`config.mk`:
```
export PLATFORM = sky130hd
export DESIGN_NAME = st_bus_rx_framer
export DESIGN_NICKNAME = d
export VERILOG_FILES = /design/src/rtl/st_bus_pkg.sv /design/src/rtl/st_bus_bank_ram.sv /design/src/rtl/st_bus_rx_framer.sv
export SDC_FILE = /design/constraint.sdc
export NUM_CORES = 1
export LEC_CHECK = 0
export BUFFER_PORTS_ARGS = -buffer_cell sky130_fd_sc_hd__clkbuf_2
export CORE_MARGIN = 4
export CORE_UTILIZATION = 40
export DETAILED_ROUTE_END_ITERATION = 12
export PLACE_DENSITY = 0.54
export SYNTH_ARGS = -nofsm -noshare
export SYNTH_HDL_FRONTEND = slang
export SYNTH_SLANG_ARGS = --single-unit
```
`constraint.sdc`:
```
create_clock -name c4 -period 3.8 [get_ports c4]
set_clock_uncertainty 0.15 [all_clocks]
set_input_delay 1.14 -clock c4 [delete_from_list [all_inputs] [get_ports c4]]
set_output_delay 1.14 -clock c4 [all_outputs]
set_load 0.02 [all_outputs]
```
`src/rtl/st_bus_pkg.sv`:
```
// Shared framing constants and FSM encoding for the DT serial link.
// Used by the receive framer and by converter-side blocks.
package st_bus_pkg;

    localparam int SLOTS_DEF = 32;
    localparam int CPB_DEF   = 2;
    localparam int MISS_DEF  = 2;
    localparam int BYTE_BITS = 8;

    typedef enum logic {
        HUNT = 1'b0,
        SYNC = 1'b1
    } st_e;

    function automatic int slot_clks(input int cpb);
        return BYTE_BITS * cpb;
    endfunction

    function automatic int frame_len(input int slots, input int cpb);
        return slots * slot_clks(cpb);
    endfunction

endpackage

```
`src/rtl/st_bus_bank_ram.sv`:
```
// Ping-pong slot buffer: 2*SLOTS bytes, one write port, one registered read port.
// Ports: clk_i/rst_ni, we_i/waddr_i/wdata_i write {bank,slot}, raddr_i -> rdata_o (1 cycle).
module st_bus_bank_ram #(
    parameter int SLOTS = 32
) (
    input  logic                   clk_i,
    input  logic                   rst_ni,
    input  logic                   we_i,
    input  logic [$clog2(SLOTS):0] waddr_i,
    input  logic [7:0]             wdata_i,
    input  logic [$clog2(SLOTS):0] raddr_i,
    output logic [7:0]             rdata_o
);

    logic [7:0] mem_q [2*SLOTS];

    // Array has no reset; only the output register does.
    always_ff @(posedge clk_i) begin
        if (we_i) mem_q[waddr_i] <= wdata_i;
    end

    always_ff @(posedge clk_i or negedge rst_ni) begin
        if (!rst_ni) rdata_o <= '0;
        else         rdata_o <= mem_q[raddr_i];
    end

endmodule

```
`src/rtl/st_bus_rx_framer.sv`:
```
// DT link receive framer: aligns to f0, packs timeslots into a ping-pong buffer.
// Ports: c4/reset_in_rg, f0, data_from_dt, int_ack, rd_addr -> rd_data, cpu_int, overrun, sync_err, in_sync.
module st_bus_rx_framer
    import st_bus_pkg::*;
#(
    parameter int SLOTS        = SLOTS_DEF,
    parameter int CLKS_PER_BIT = CPB_DEF,
    parameter int MISS_LIMIT   = MISS_DEF
) (
    input  logic                     c4,
    input  logic                     reset_in_rg,
    input  logic                     f0,
    input  logic                     data_from_dt,
    input  logic                     int_ack,
    input  logic [$clog2(SLOTS)-1:0] rd_addr,
    output logic [7:0]               rd_data,
    output logic                     cpu_int,
    output logic                     overrun,
    output logic                     sync_err,
    output logic                     in_sync
);

    localparam int AW = $clog2(SLOTS);
    localparam int SC = slot_clks(CLKS_PER_BIT);
    localparam int FL = frame_len(SLOTS, CLKS_PER_BIT);
    localparam int CW = $clog2(FL);
    localparam int MW = $clog2(MISS_LIMIT + 1);

    st_e           state_q;
    logic [CW-1:0] cnt_q;
    // Only the 7 older bits are kept; the 8th comes straight from the pin.
    logic [6:0]    sreg_q;
    logic          wr_bank_q;
    logic [MW-1:0] miss_q;
    logic [MW-1:0] miss_d;
    logic          cpu_int_q;
    logic          overrun_q;
    logic          sync_err_q;
    logic          in_sync_q;

    logic          sync_st;
    logic          last;
    logic          bit_smp;
    logic          byte_end;
    logic          f0_hit;
    logic          lost;
    logic          swap;
    logic          we;
    logic [AW-1:0] wslot;

    assign sync_st  = (state_q == SYNC);
    assign f0_hit   = ~f0;
    assign last     = (cnt_q == CW'(FL - 1));
    assign bit_smp  = ((cnt_q % CW'(CLKS_PER_BIT)) == CW'(CLKS_PER_BIT - 1));
    assign byte_end = ((cnt_q % CW'(SC)) == CW'(SC - 1));
    assign wslot    = AW'(cnt_q / CW'(SC));
    assign miss_d   = miss_q + MW'(1);

    // Frame end without f0 that exhausts the miss budget drops sync instead of swapping.
    assign lost = sync_st && last && !f0_hit && (miss_d == MW'(MISS_LIMIT));
    assign swap = sync_st && last && !lost;
    // An early f0 discards the partial frame, so its slot write is suppressed.
    assign we   = sync_st && byte_end && (last || !f0_hit);

    always_ff @(posedge c4 or negedge reset_in_rg) begin
        if (!reset_in_rg) begin
            state_q    <= HUNT;
            cnt_q      <= '0;
            sreg_q     <= '0;
            wr_bank_q  <= 1'b0;
            miss_q     <= '0;
            cpu_int_q  <= 1'b0;
            overrun_q  <= 1'b0;
            sync_err_q <= 1'b0;
            in_sync_q  <= 1'b0;
        end else begin
            sync_err_q <= 1'b0;
            if (sync_st && bit_smp) sreg_q <= {sreg_q[5:0], data_from_dt};

            unique case (state_q)
                HUNT: begin
                    if (f0_hit) begin
                        state_q   <= SYNC;
                        in_sync_q <= 1'b1;
                        cnt_q     <= '0;
                        miss_q    <= '0;
                    end
                end
                SYNC: begin
                    if (last) begin
                        cnt_q <= '0;
                        if (f0_hit) begin
                            miss_q <= '0;
                        end else if (lost) begin
                            state_q   <= HUNT;
                            in_sync_q <= 1'b0;
                            miss_q    <= '0;
                        end else begin
                            miss_q <= miss_d;
                        end
                    end else if (f0_hit) begin
                        sync_err_q <= 1'b1;
                        cnt_q      <= '0;
                        miss_q     <= '0;
                    end else begin
                        cnt_q <= cnt_q + CW'(1);
                    end
                end
            endcase

            if (swap) begin
                wr_bank_q <= ~wr_bank_q;
                cpu_int_q <= 1'b1;
                // Set wins over a simultaneous ack, but the ack still clears overrun.
                overrun_q <= !int_ack && (overrun_q || cpu_int_q);
            end else if (int_ack) begin
                cpu_int_q <= 1'b0;
                overrun_q <= 1'b0;
            end
        end
    end

    // Read port always addresses the bank not being written, using the pre-swap bank.
    st_bus_bank_ram #(
        .SLOTS(SLOTS)
    ) u_ram (
        .clk_i  (c4),
        .rst_ni (reset_in_rg),
        .we_i   (we),
        .waddr_i({wr_bank_q, wslot}),
        .wdata_i({sreg_q, data_from_dt}),
        .raddr_i({~wr_bank_q, rd_addr}),
        .rdata_o(rd_data)
    );

    assign cpu_int  = cpu_int_q;
    assign overrun  = overrun_q;
    assign sync_err = sync_err_q;
    assign in_sync  = in_sync_q;

endmodule

```
==> impl_metrics.csv <==
group,metric,value,unit
placement,dp_hpwl,33600,um
drt,viasPerCell,5.53,
clock_tree,ctsLongestPathBuffers,3,
outcome,status,"finished, final reports clean",
sta,period_share,85.9,%
synth,synth_common_cells,"512 x edfxtp_1, 114 x mux4_2, 86 x nor2_1",
placement,io_buffer_count,21,
global_routing,grt_max_degree,53,
pwr,power_leakage,0.00818,uW
floorplan,die-width,239,um
setup_path,reg2reg_from,"cnt_q[0]",
sta,finalSetupViolCount,0,
synth,synth-seq-cells,544,
synth,synth_top_area_share,72.3,%
final_layout,nNetsFinal,1228,
clock_tree,ctsResizeCount,0,
drt,antenna_left,0,
floorplan,die_y,239,um
pwr,p_int,10700,uW
setup_path,crit_chain,"ha_1 > nand4_1 > nor2_1 > ha_1 > o21ai_0 > nor3_1 > nand2_1 > buf_4 > nor2_1 > buf_4",
synth,yosys.area.top_type,"edfxtp_1",
synth,ys_top_cells_by_area,"edfxtp_1 72%, mux4_2 12%, dfrtp_1 3.8%, nor2_1 1.5%, mux2_2 1.1%",
placement,gp_congestion,0.828,
pwr,p_seq_share,53.7,%
setup_path,crit_path_top_delay_cell,"nor3_1",
setup_path,r2r_end,"u_ram.mem_q[52][3]",
floorplan,rows,84,
synth,syn-instance-count,1053,
drt,wire_per_inst,26.8,um
synth,avgSynthCellArea,20.2,um^2
setup_path,cp.arrival,3.40,ns
floorplan,io_pins,22,
synth,synth-async-reset-ratio,5.88,%
pwr,p_switching,3180,uW
sta,drv_slew,0,
sta,finalCriticalPeriod,3.26,ns
pwr,vdd_drop_max,0.000328,V
clock_tree,cts_htree_levels,2,
global_routing,grt_pass1_vias,11100,
synth,syn-num-nets,1067,
sta,fin_tns_setup,0,ns
clock_tree,cts.reportedPaths.clkPinSlew,0.06,ns
floorplan,start_util,40.5,%
clock_tree,cts.sink_count,544,
placement,placed_cells,1844,
setup_path,ff2ff_path_depth,10,
sta,hold_viol_final,0,
final_layout,fill_cells,4378,
setup_path,required,3.93,ns
setup_path,crit_buf_inv,2,
clock_tree,cts_tree,"yes",
synth,syn_area,0.0213,mm^2
setup_path,cp_max_fo,8,
drt,routed_wl,52200,um
synth,yosysWarnings,0,
global_routing,antenna_found_initial,2,
drt,dr.pass1.iters,4,
setup_path,crit_type,"reg -> reg",
sta,slew_headroom,28.8,%
clock_tree,cts_hold_buf,0,
pwr,power_density,559,mW/mm^2
clock_tree,cts_setup_buffers,0,
sta,max_freq,306,MHz
synth,yosysSeqAreaShare,76.1,%
clock_tree,cts_made_buffers,56,
synth,synth_edf_count,512,
floorplan,die_area,0.0569,mm^2
min_path,hp-start,"cpu_int",
global_routing,grt_overflow_total,0,
clock_tree,root_buffer,"clkbuf_16",
setup_path,crit_cells,10,
setup_path,critPathTopFamily,"simple AND/OR/NAND/NOR gates",
setup_path,reg2reg_slack,0.54,ns
drt,drtIter0Drc,958,
setup_path,slowest_delay,0.43,ns
synth,synth.distinct_cells,47,
setup_path,start_kind,"flop",
pwr,clkPwrFrac,40.1,%
flow_run,drv_cap,0,
pwr,combPwrFrac,6.2,%
pwr,power,13900,uW
min_path,holdPathStages,1,
synth,ys.flop_type,"edfxtp_1",
setup_path,cp-end-kind,"flop",
min_path,hold_class,"reg -> reg",
drt,drcViolationCount,0,
final_layout,drive_gt1_share,30.6,%
global_routing,grt_pass1_wl,77100,um
sta,worst_pin_slew,1.07,ns
clock_tree,insertion_delay,0.59,ns
sta,rsz0062_at_grt,"false",
global_routing,grt_usage,18.5,%
synth,synth_most_common_cell,"edfxtp_1",
final_layout,fin_cells,1949,
floorplan,core,0.0526,mm^2
final_layout,syn_to_final_growth,17.0,%
min_path,holdPathEnd,"cpu_int",
drt,vias,10800,
pwr,netSwitchingFraction,22.9,%
-- cells by family (layout without fill, tap and decap cells) --
kind of cell / Yosys count / after routing / share of synthesized area, %
multiplexers: 145 / 145 / 14.3
flip-flops: 544 / 544 / 76.1
other: 0 / 1 / 0
AND/OR/NAND/NOR: 202 / 202 / 4.49
AO/OA/AOI/OAI: 98 / 98 / 3.12
XOR/XNOR: 4 / 4 / 0.165
buffers and inverters: 56 / 263 / 1.62
adder cells (fa/ha/maj): 4 / 4 / 0.235
-- power groups by stage --
stage	clock (uW)	sequential [uW]	combinational, uW
4_1_cts	5700	7480	872
6_report	5580	7470	857
5_1_grt	5960	7500	928
2_1_floorplan	0	7570	320
3_3_place_gp	0	7590	856
3_5_place_dp	0	7600	871
-- layout by cell type, fill, tap and decap left out, types with 13 or more instances in the layout --
cell type and instances:
clkinv_1 13, edfxtp_1 512, nand2_1 31, dfrtp_1 25, a211oi_1 13, mux4_2 114
nor2b_1 24, clkbuf_2 18, mux2_2 21, buf_4 129, nor3_1 15, o21ai_0 17
nand3_1 13, nor2_1 86, clkbuf_16 57, o22ai_1 16
-- cell type report --
class / instances / area [um^2] / share of cell area (%)
Antenna cell: 1 / 2.50 / 0.0101
Clock buffer: 71 / 1540 / 6.19
Clock inverter: 33 / 333 / 1.34
Inverter: 4 / 15.0 / 0.0604
Multi-Input combinational cell: 453 / 4740 / 19.0
Sequential cell: 544 / 16200 / 65.1
Tap cell: 688 / 861 / 3.46
Timing Repair Buffer: 155 / 1200 / 4.83
-- layer usage --
layer	track usage [%]	wire (um)	share of wire, %	vias to the layer above
met5	0	13	0.025	-
met2	29.1	24700	47	294
met1	26.5	23000	44	5725
li1	-	-	-	4660
met3	3.95	3020	5.8	91
met4	5.40	1490	2.9	2
-- through the flow --
step / worst slack, ns / util [%] / cell area (um^2) / hold WS, ns
2_1_floorplan: 0.873 / - / 21300 / 0.327
3_3_place_gp: 0.122 / 43.8 / 23000 / 0.329
3_5_place_dp: 0.121 / 43.8 / 23000 / 0.348
4_1_cts: 0.486 / 47.3 / 24900 / 0.364
5_1_grt: 0.150 / 47.3 / 24900 / 0.377
6_report: 0.536 / 47.3 / 24900 / 0.357
-- sequential cells by signal, indices dropped and copies added (netlist names) --
name	cells
cpu_int	1
u_ram.rdata_o	8
cnt_q	9
sync_err	1
overrun	1
in_sync	1
state_q	1
miss_q	2
u_ram.mem_q	512
wr_bank_q	1
sreg_q	7
-- worst max path at each step --
stage / start / endpoint / slack, ns
global route: cnt_q[0] / u_ram.mem_q[52][3] / 0.15
global placement: rd_addr[0] / u_ram.rdata_o[5] / 0.12
finish: cnt_q[0] / u_ram.mem_q[52][3] / 0.54
CTS: cnt_q[0] / u_ram.mem_q[60][4] / 0.49
detailed placement: rd_addr[0] / u_ram.rdata_o[5] / 0.12
floorplan: rd_addr[2] / u_ram.rdata_o[7] / 0.87
Power figures use the tool's default switching activity.
